`src/rtl/dda_pkg.sv`:
```
// Shared constants for the Lorenz DDA UART parameter loader: frame bytes, command codes,
// register file size and reset contents, and the parser state type.
package dda_pkg;

    localparam int REG_SIZE = 14;
    localparam int TIMEOUT_CYCLES = 50000;
    localparam logic [8*REG_SIZE-1:0] DEFAULT_PARAMS = 112'hC000_14CD_7240_6A00_5555_7300_0400;

    localparam logic [7:0] SYNC_BYTE   = 8'hA5;
    localparam logic [7:0] CMD_BULK    = 8'h01;
    localparam logic [7:0] CMD_SINGLE  = 8'h02;
    localparam logic [7:0] CMD_RUN     = 8'h03;
    localparam logic [7:0] CMD_HALT    = 8'h04;
    localparam logic [7:0] CMD_RESTART = 8'h05;

    typedef enum logic [1:0] {
        ST_IDLE    = 2'd0,
        ST_CMD     = 2'd1,
        ST_PAYLOAD = 2'd2,
        ST_CHK     = 2'd3
    } parser_state_t;

    function automatic logic cmd_known(input logic [7:0] code);
        return (code >= CMD_BULK) && (code <= CMD_RESTART);
    endfunction

endpackage

```
`src/rtl/dda_param_loader.sv`:
```
// UART frame parser that stages payloads in a shadow buffer and commits them atomically
// to the DDA parameter file; also owns DDA run/halt and the IC-reload strobe.
module dda_param_loader #(
    parameter int REG_SIZE = dda_pkg::REG_SIZE,
    parameter int TIMEOUT_CYCLES = dda_pkg::TIMEOUT_CYCLES,
    parameter logic [8*REG_SIZE-1:0] DEFAULT_PARAMS = dda_pkg::DEFAULT_PARAMS
) (
    input  logic                  clk,
    input  logic                  rst,
    input  logic                  rx_valid,
    input  logic [7:0]            rx_byte,
    input  logic                  rx_error,
    output logic [8*REG_SIZE-1:0] params,
    output logic                  en_dda,
    output logic                  dda_restart,
    output logic                  ack,
    output logic                  nack,
    output logic                  busy
);
    import dda_pkg::*;

    localparam int IW = $clog2(REG_SIZE + 1);
    localparam int TW = $clog2(TIMEOUT_CYCLES);

    parser_state_t         state_q, state_d;
    logic [7:0]            cmd_q, cmd_d;
    logic [7:0]            chk_q, chk_d;
    logic [IW-1:0]         idx_q, idx_d;
    logic [TW-1:0]         tmo_q, tmo_d;
    logic [7:0]            shadow_q [REG_SIZE];
    logic [7:0]            shadow_d [REG_SIZE];
    logic [8*REG_SIZE-1:0] params_q, params_d;
    logic                  en_q, en_d;
    logic                  restart_q, restart_d;
    logic                  ack_q, ack_d;
    logic                  nack_q, nack_d;

    logic                  byte_vld;
    logic [IW-1:0]         plen;

    // A byte arriving together with a framing error is corrupt and never parsed.
    assign byte_vld = rx_valid && !rx_error;
    assign plen     = (cmd_q == CMD_BULK) ? IW'(REG_SIZE) : IW'(2);

    always_comb begin
        state_d   = state_q;
        cmd_d     = cmd_q;
        chk_d     = chk_q;
        idx_d     = idx_q;
        shadow_d  = shadow_q;
        params_d  = params_q;
        en_d      = en_q;
        restart_d = 1'b0;
        ack_d     = 1'b0;
        nack_d    = 1'b0;
        tmo_d     = (state_q == ST_IDLE || rx_valid) ? '0 : tmo_q + TW'(1);

        if (state_q != ST_IDLE && rx_error) begin
            nack_d  = 1'b1;
            state_d = ST_IDLE;
        end else if (byte_vld) begin
            case (state_q)
                ST_IDLE: begin
                    if (rx_byte == SYNC_BYTE) state_d = ST_CMD;
                end
                ST_CMD: begin
                    if (cmd_known(rx_byte)) begin
                        cmd_d   = rx_byte;
                        chk_d   = rx_byte;
                        idx_d   = '0;
                        state_d = (rx_byte == CMD_BULK || rx_byte == CMD_SINGLE) ? ST_PAYLOAD : ST_CHK;
                    end else begin
                        nack_d  = 1'b1;
                        state_d = ST_IDLE;
                    end
                end
                ST_PAYLOAD: begin
                    shadow_d[idx_q] = rx_byte;
                    chk_d           = chk_q ^ rx_byte;
                    idx_d           = idx_q + IW'(1);
                    if (idx_q == plen - IW'(1)) state_d = ST_CHK;
                end
                ST_CHK: begin
                    state_d = ST_IDLE;
                    if (rx_byte != chk_q) begin
                        nack_d = 1'b1;
                    end else begin
                        ack_d = 1'b1;
                        case (cmd_q)
                            CMD_BULK: begin
                                for (int i = 0; i < REG_SIZE; i++)
                                    params_d[8*(REG_SIZE-i)-1 -: 8] = shadow_q[i];
                            end
                            CMD_SINGLE: begin
                                // Shadow slot 0 holds ADDR, slot 1 holds DATA.
                                if (shadow_q[0] >= 8'(REG_SIZE)) begin
                                    ack_d  = 1'b0;
                                    nack_d = 1'b1;
                                end else begin
                                    for (int i = 0; i < REG_SIZE; i++)
                                        if (shadow_q[0] == 8'(i))
                                            params_d[8*(REG_SIZE-i)-1 -: 8] = shadow_q[1];
                                end
                            end
                            CMD_RUN:     en_d      = 1'b1;
                            CMD_HALT:    en_d      = 1'b0;
                            CMD_RESTART: restart_d = 1'b1;
                            default:     ;
                        endcase
                    end
                end
                default: state_d = ST_IDLE;
            endcase
        end else if (state_q != ST_IDLE && tmo_q == TW'(TIMEOUT_CYCLES - 1)) begin
            nack_d  = 1'b1;
            state_d = ST_IDLE;
        end
    end

    always_ff @(posedge clk or posedge rst) begin
        if (rst) begin
            state_q   <= ST_IDLE;
            cmd_q     <= '0;
            chk_q     <= '0;
            idx_q     <= '0;
            tmo_q     <= '0;
            for (int i = 0; i < REG_SIZE; i++) shadow_q[i] <= '0;
            params_q  <= DEFAULT_PARAMS;
            en_q      <= 1'b1;
            restart_q <= 1'b0;
            ack_q     <= 1'b0;
            nack_q    <= 1'b0;
        end else begin
            state_q   <= state_d;
            cmd_q     <= cmd_d;
            chk_q     <= chk_d;
            idx_q     <= idx_d;
            tmo_q     <= tmo_d;
            shadow_q  <= shadow_d;
            params_q  <= params_d;
            en_q      <= en_d;
            restart_q <= restart_d;
            ack_q     <= ack_d;
            nack_q    <= nack_d;
        end
    end

    assign params      = params_q;
    assign en_dda      = en_q;
    assign dda_restart = restart_q;
    assign ack         = ack_q;
    assign nack        = nack_q;
    assign busy        = (state_q != ST_IDLE);

endmodule

```
`config.mk`:
```
export PLATFORM = sky130hd
export DESIGN_NAME = dda_param_loader
export DESIGN_NICKNAME = d
export VERILOG_FILES = /design/src/rtl/dda_pkg.sv /design/src/rtl/dda_param_loader.sv
export SDC_FILE = /design/constraint.sdc
export NUM_CORES = 1
export LEC_CHECK = 0
export ABC_CLOCK_PERIOD_IN_PS = 22300
export CAP_MARGIN = 20
export CORE_MARGIN = 1
export CORE_UTILIZATION = 50
export DETAILED_ROUTE_END_ITERATION = 6
export HOLD_SLACK_MARGIN = 0.06
export PLACE_DENSITY = 0.77
export SETUP_SLACK_MARGIN = 0.02
export SLEW_MARGIN = 25
export SYNTH_ARGS = -nofsm -noshare
export SYNTH_HDL_FRONTEND = slang
export SYNTH_SLANG_ARGS = --single-unit
```
`constraint.sdc`:
```
create_clock -name clk -period 22.3 [get_ports clk]
set_clock_uncertainty 0.15 [all_clocks]
set_input_delay 3.345 -clock clk [delete_from_list [all_inputs] [get_ports clk]]
set_output_delay 3.345 -clock clk [all_outputs]
set_load 0.05 [all_outputs]
```
==> flow_summary.toml <==
[clocking]
clk_latency_ps = 520
cts_resized = 0
clock_path_buffers = 3
cts-hold-fix-buffers = 0
cts_tree = "done"
clkSinkCount = 266
cts-buffers-inserted = 27
cts_root_buf = "clkbuf_16"
clk_pin_slew_ps = 60
htree_levels = 1
cts_setup_buffers = 0

[synth]
synth_common_cells = "dfrtp_1 (233), a21oi_1 (123), inv_1 (120), mux2_2 (111), mux2i_1 (106)"
yosys.area.top_type = "dfrtp_1"
yosysMostFrequentCell = "dfrtp_1"
avgSynthCellArea_um2 = 11.8
synthTopCellsByArea = "dfrtp_1 (49%), mux2_2 (10%), mux2i_1 (8.9%)"
synth_warnings = 0
synthCells = 1013
async_flop_share = 1.00
synth_edf_count = 0
synth_cell_types = 55
ys.flop_type = "dfrtp_1"
synth_fp_nets = 1030
synth_area_um2 = 11900
ys_seq_area_frac = 0.563
synth_top_area_frac = 0.490
ys_ff_latch = 266

[timing]
report.final.slew_viol_count = 0
post-route-period-util = 0.297
hold_viol_final = 0
tns_ps = 0
worst_pin_slew_ps = 1050
fmax_mhz = 151
setup_viol = 0
rsz0062_at_grt = "no"
relSlewSlack = 0.302
period_minus_slack_ps = 6620

[place]
portBuffers = 128
gp_congestion = 0.851
place_inst = 1404
placed_area_um2 = 13400
dp_hpwl_um = 17700

[detailed_routing]
first_pass_iters = 5
vias_per_cell = 5.44
wl_um = 27700
dr.first_iter.drc_count = 513
remaining_drc_errors = 0
wl_per_cell_um = 19.1
via_count = 7907
ant_nets = 0

[setup_path]
start_kind = "primary input"
worstPathRequired_ps = 22550
endpoint_kind = "flop"
path_class = "primary input to flop"
crit_fanout = 21
worstPathArrival_ps = 6870

[outcome]
status = "complete, no violations"

[run]
max_cap_violations = 0

[power]
static-leakage-power_uw = 0.00758
powerDensity_nw_per_um2 = 69.8
vdd_drop_max_v = 0.0000422

[final_layout]
drive_gt1_frac = 0.206
antenna_cells = 0
fin_nets = 1131
final_area_um2 = 14300
area_growth_syn_to_layout_pct = 20.0
instances_no_fill = 1453

[global_route]
gr-usage-all-layers = 0.234
grt_first_pass_wirelength_um = 44000
overflow = 0
antenna_found_initial = 0
grt_max_degree = 111
grt_pass1_vias = 7867

[die]
die-area_um2 = 24400
core.rowCount = 56
die_w_um = 156
core_area_um2 = 23400
die_h_um = 156
start_util = 0.509
ios = 129

[min_path]
hold_path.class = "flop to flop"
## sequential cells by signal, indices dropped and copies added (netlist names)
register and flops:
state_q 2, cmd_q 8, nack 1, tmo_q 16, dda_restart 1, idx_q 4
en_dda 1, params 112, shadow_q 112, ack 1, chk_q 8
## final timing paths
kind	endpoint	start	slack, ps	cells past startpoint
setup / recovery	params[97]$_DFFE_PP0P_	rx_byte[0]	15680	6
hold / removal	params[82]$_DFFE_PP1P_	params[82]$_DFFE_PP1P_	320	2
setup reg to reg	params[97]$_DFFE_PP0P_	cmd_q[2]$_DFFE_PP0P_	18310	6
hold reg to reg	params[82]$_DFFE_PP1P_	params[82]$_DFFE_PP1P_	320	2
max in group asynchronous	params[27]$_DFFE_PP0P_	rst	17370	3
min in group asynchronous	tmo_q[0]$_DFF_PP0_	rst	3210	2
## power breakdown
group	switching, µW	internal [µW]
combinational	35.7	11.9
clock	186	272
sequential	5.03	486
## cell type report
type | count | area [µm²]
Sequential cell | 266 | 6700
Multi-Input combinational cell | 561 | 4460
Clock buffer | 39 | 801
Timing Repair Buffer | 138 | 1360
Tap cell | 319 | 399
Fill cell | 1888 | 9120
Clock inverter | 10 | 110
Inverter | 120 | 458
## critical path: stages
cell             delay, ps
clkdlybuf4s50_1        900
xor2_1                 360
nor4_1                 490
nand3_2                480
or4_1                  890
mux2_4                 390
## layout by cell type (no fill, tap or decap), types with 3 or more instances in the layout
cell,count
a211oi_1,3
a21oi_1,122
a31oi_1,4
a32o_1,5
and2_1,8
buf_4,9
clkbuf_1,4
clkbuf_16,27
clkbuf_8,8
clkdlybuf4s50_1,128
clkinv_2,4
clkinvlp_4,4
dfrtp_1,233
dfstp_2,33
ha_1,5
inv_1,119
mux2_1,4
mux2_2,111
mux2_4,8
mux2i_1,106
nand2_1,32
nand3_1,11
nand4_1,6
nor2_1,34
nor2_2,6
nor2b_1,6
nor3_1,5
nor3b_1,5
nor4_1,5
o21ai_0,6
or2_2,3
or4_1,7
or4_4,8
xnor2_1,8
xor2_1,16
## per-stage QoR
stage          power (µW)  setup slack (ps)   util  hold slack [ps]
3_3_place_gp          547             15330  0.571              307
4_1_cts              1000             15750  0.610              322
3_5_place_dp          547             15210  0.571              311
2_1_floorplan         531             11530      -              305
5_1_grt              1030             15580  0.610              332
6_report              996             15680  0.610              319
## cells by family after synthesis
family          after synthesis  share of synthesized area
compound gates              152                     0.0703
xor+xnor                     24                     0.0177
simple gates                151                     0.0718
fa+ha+maj                     5                    0.00525
flops                       266                      0.563
buf+inv                     186                     0.0645
mux                         229                      0.208
## routing by layer
layer,vias to the layer above,share of wire,global-route usage
met2,221,0.50,0.386
met1,4001,0.43,0.321
li1,3641,-,-
met3,44,0.045,0.0302
met4,0,0.024,0.0724
met5,-,0,0
Note: power is estimated with default switching activity, not from simulation.
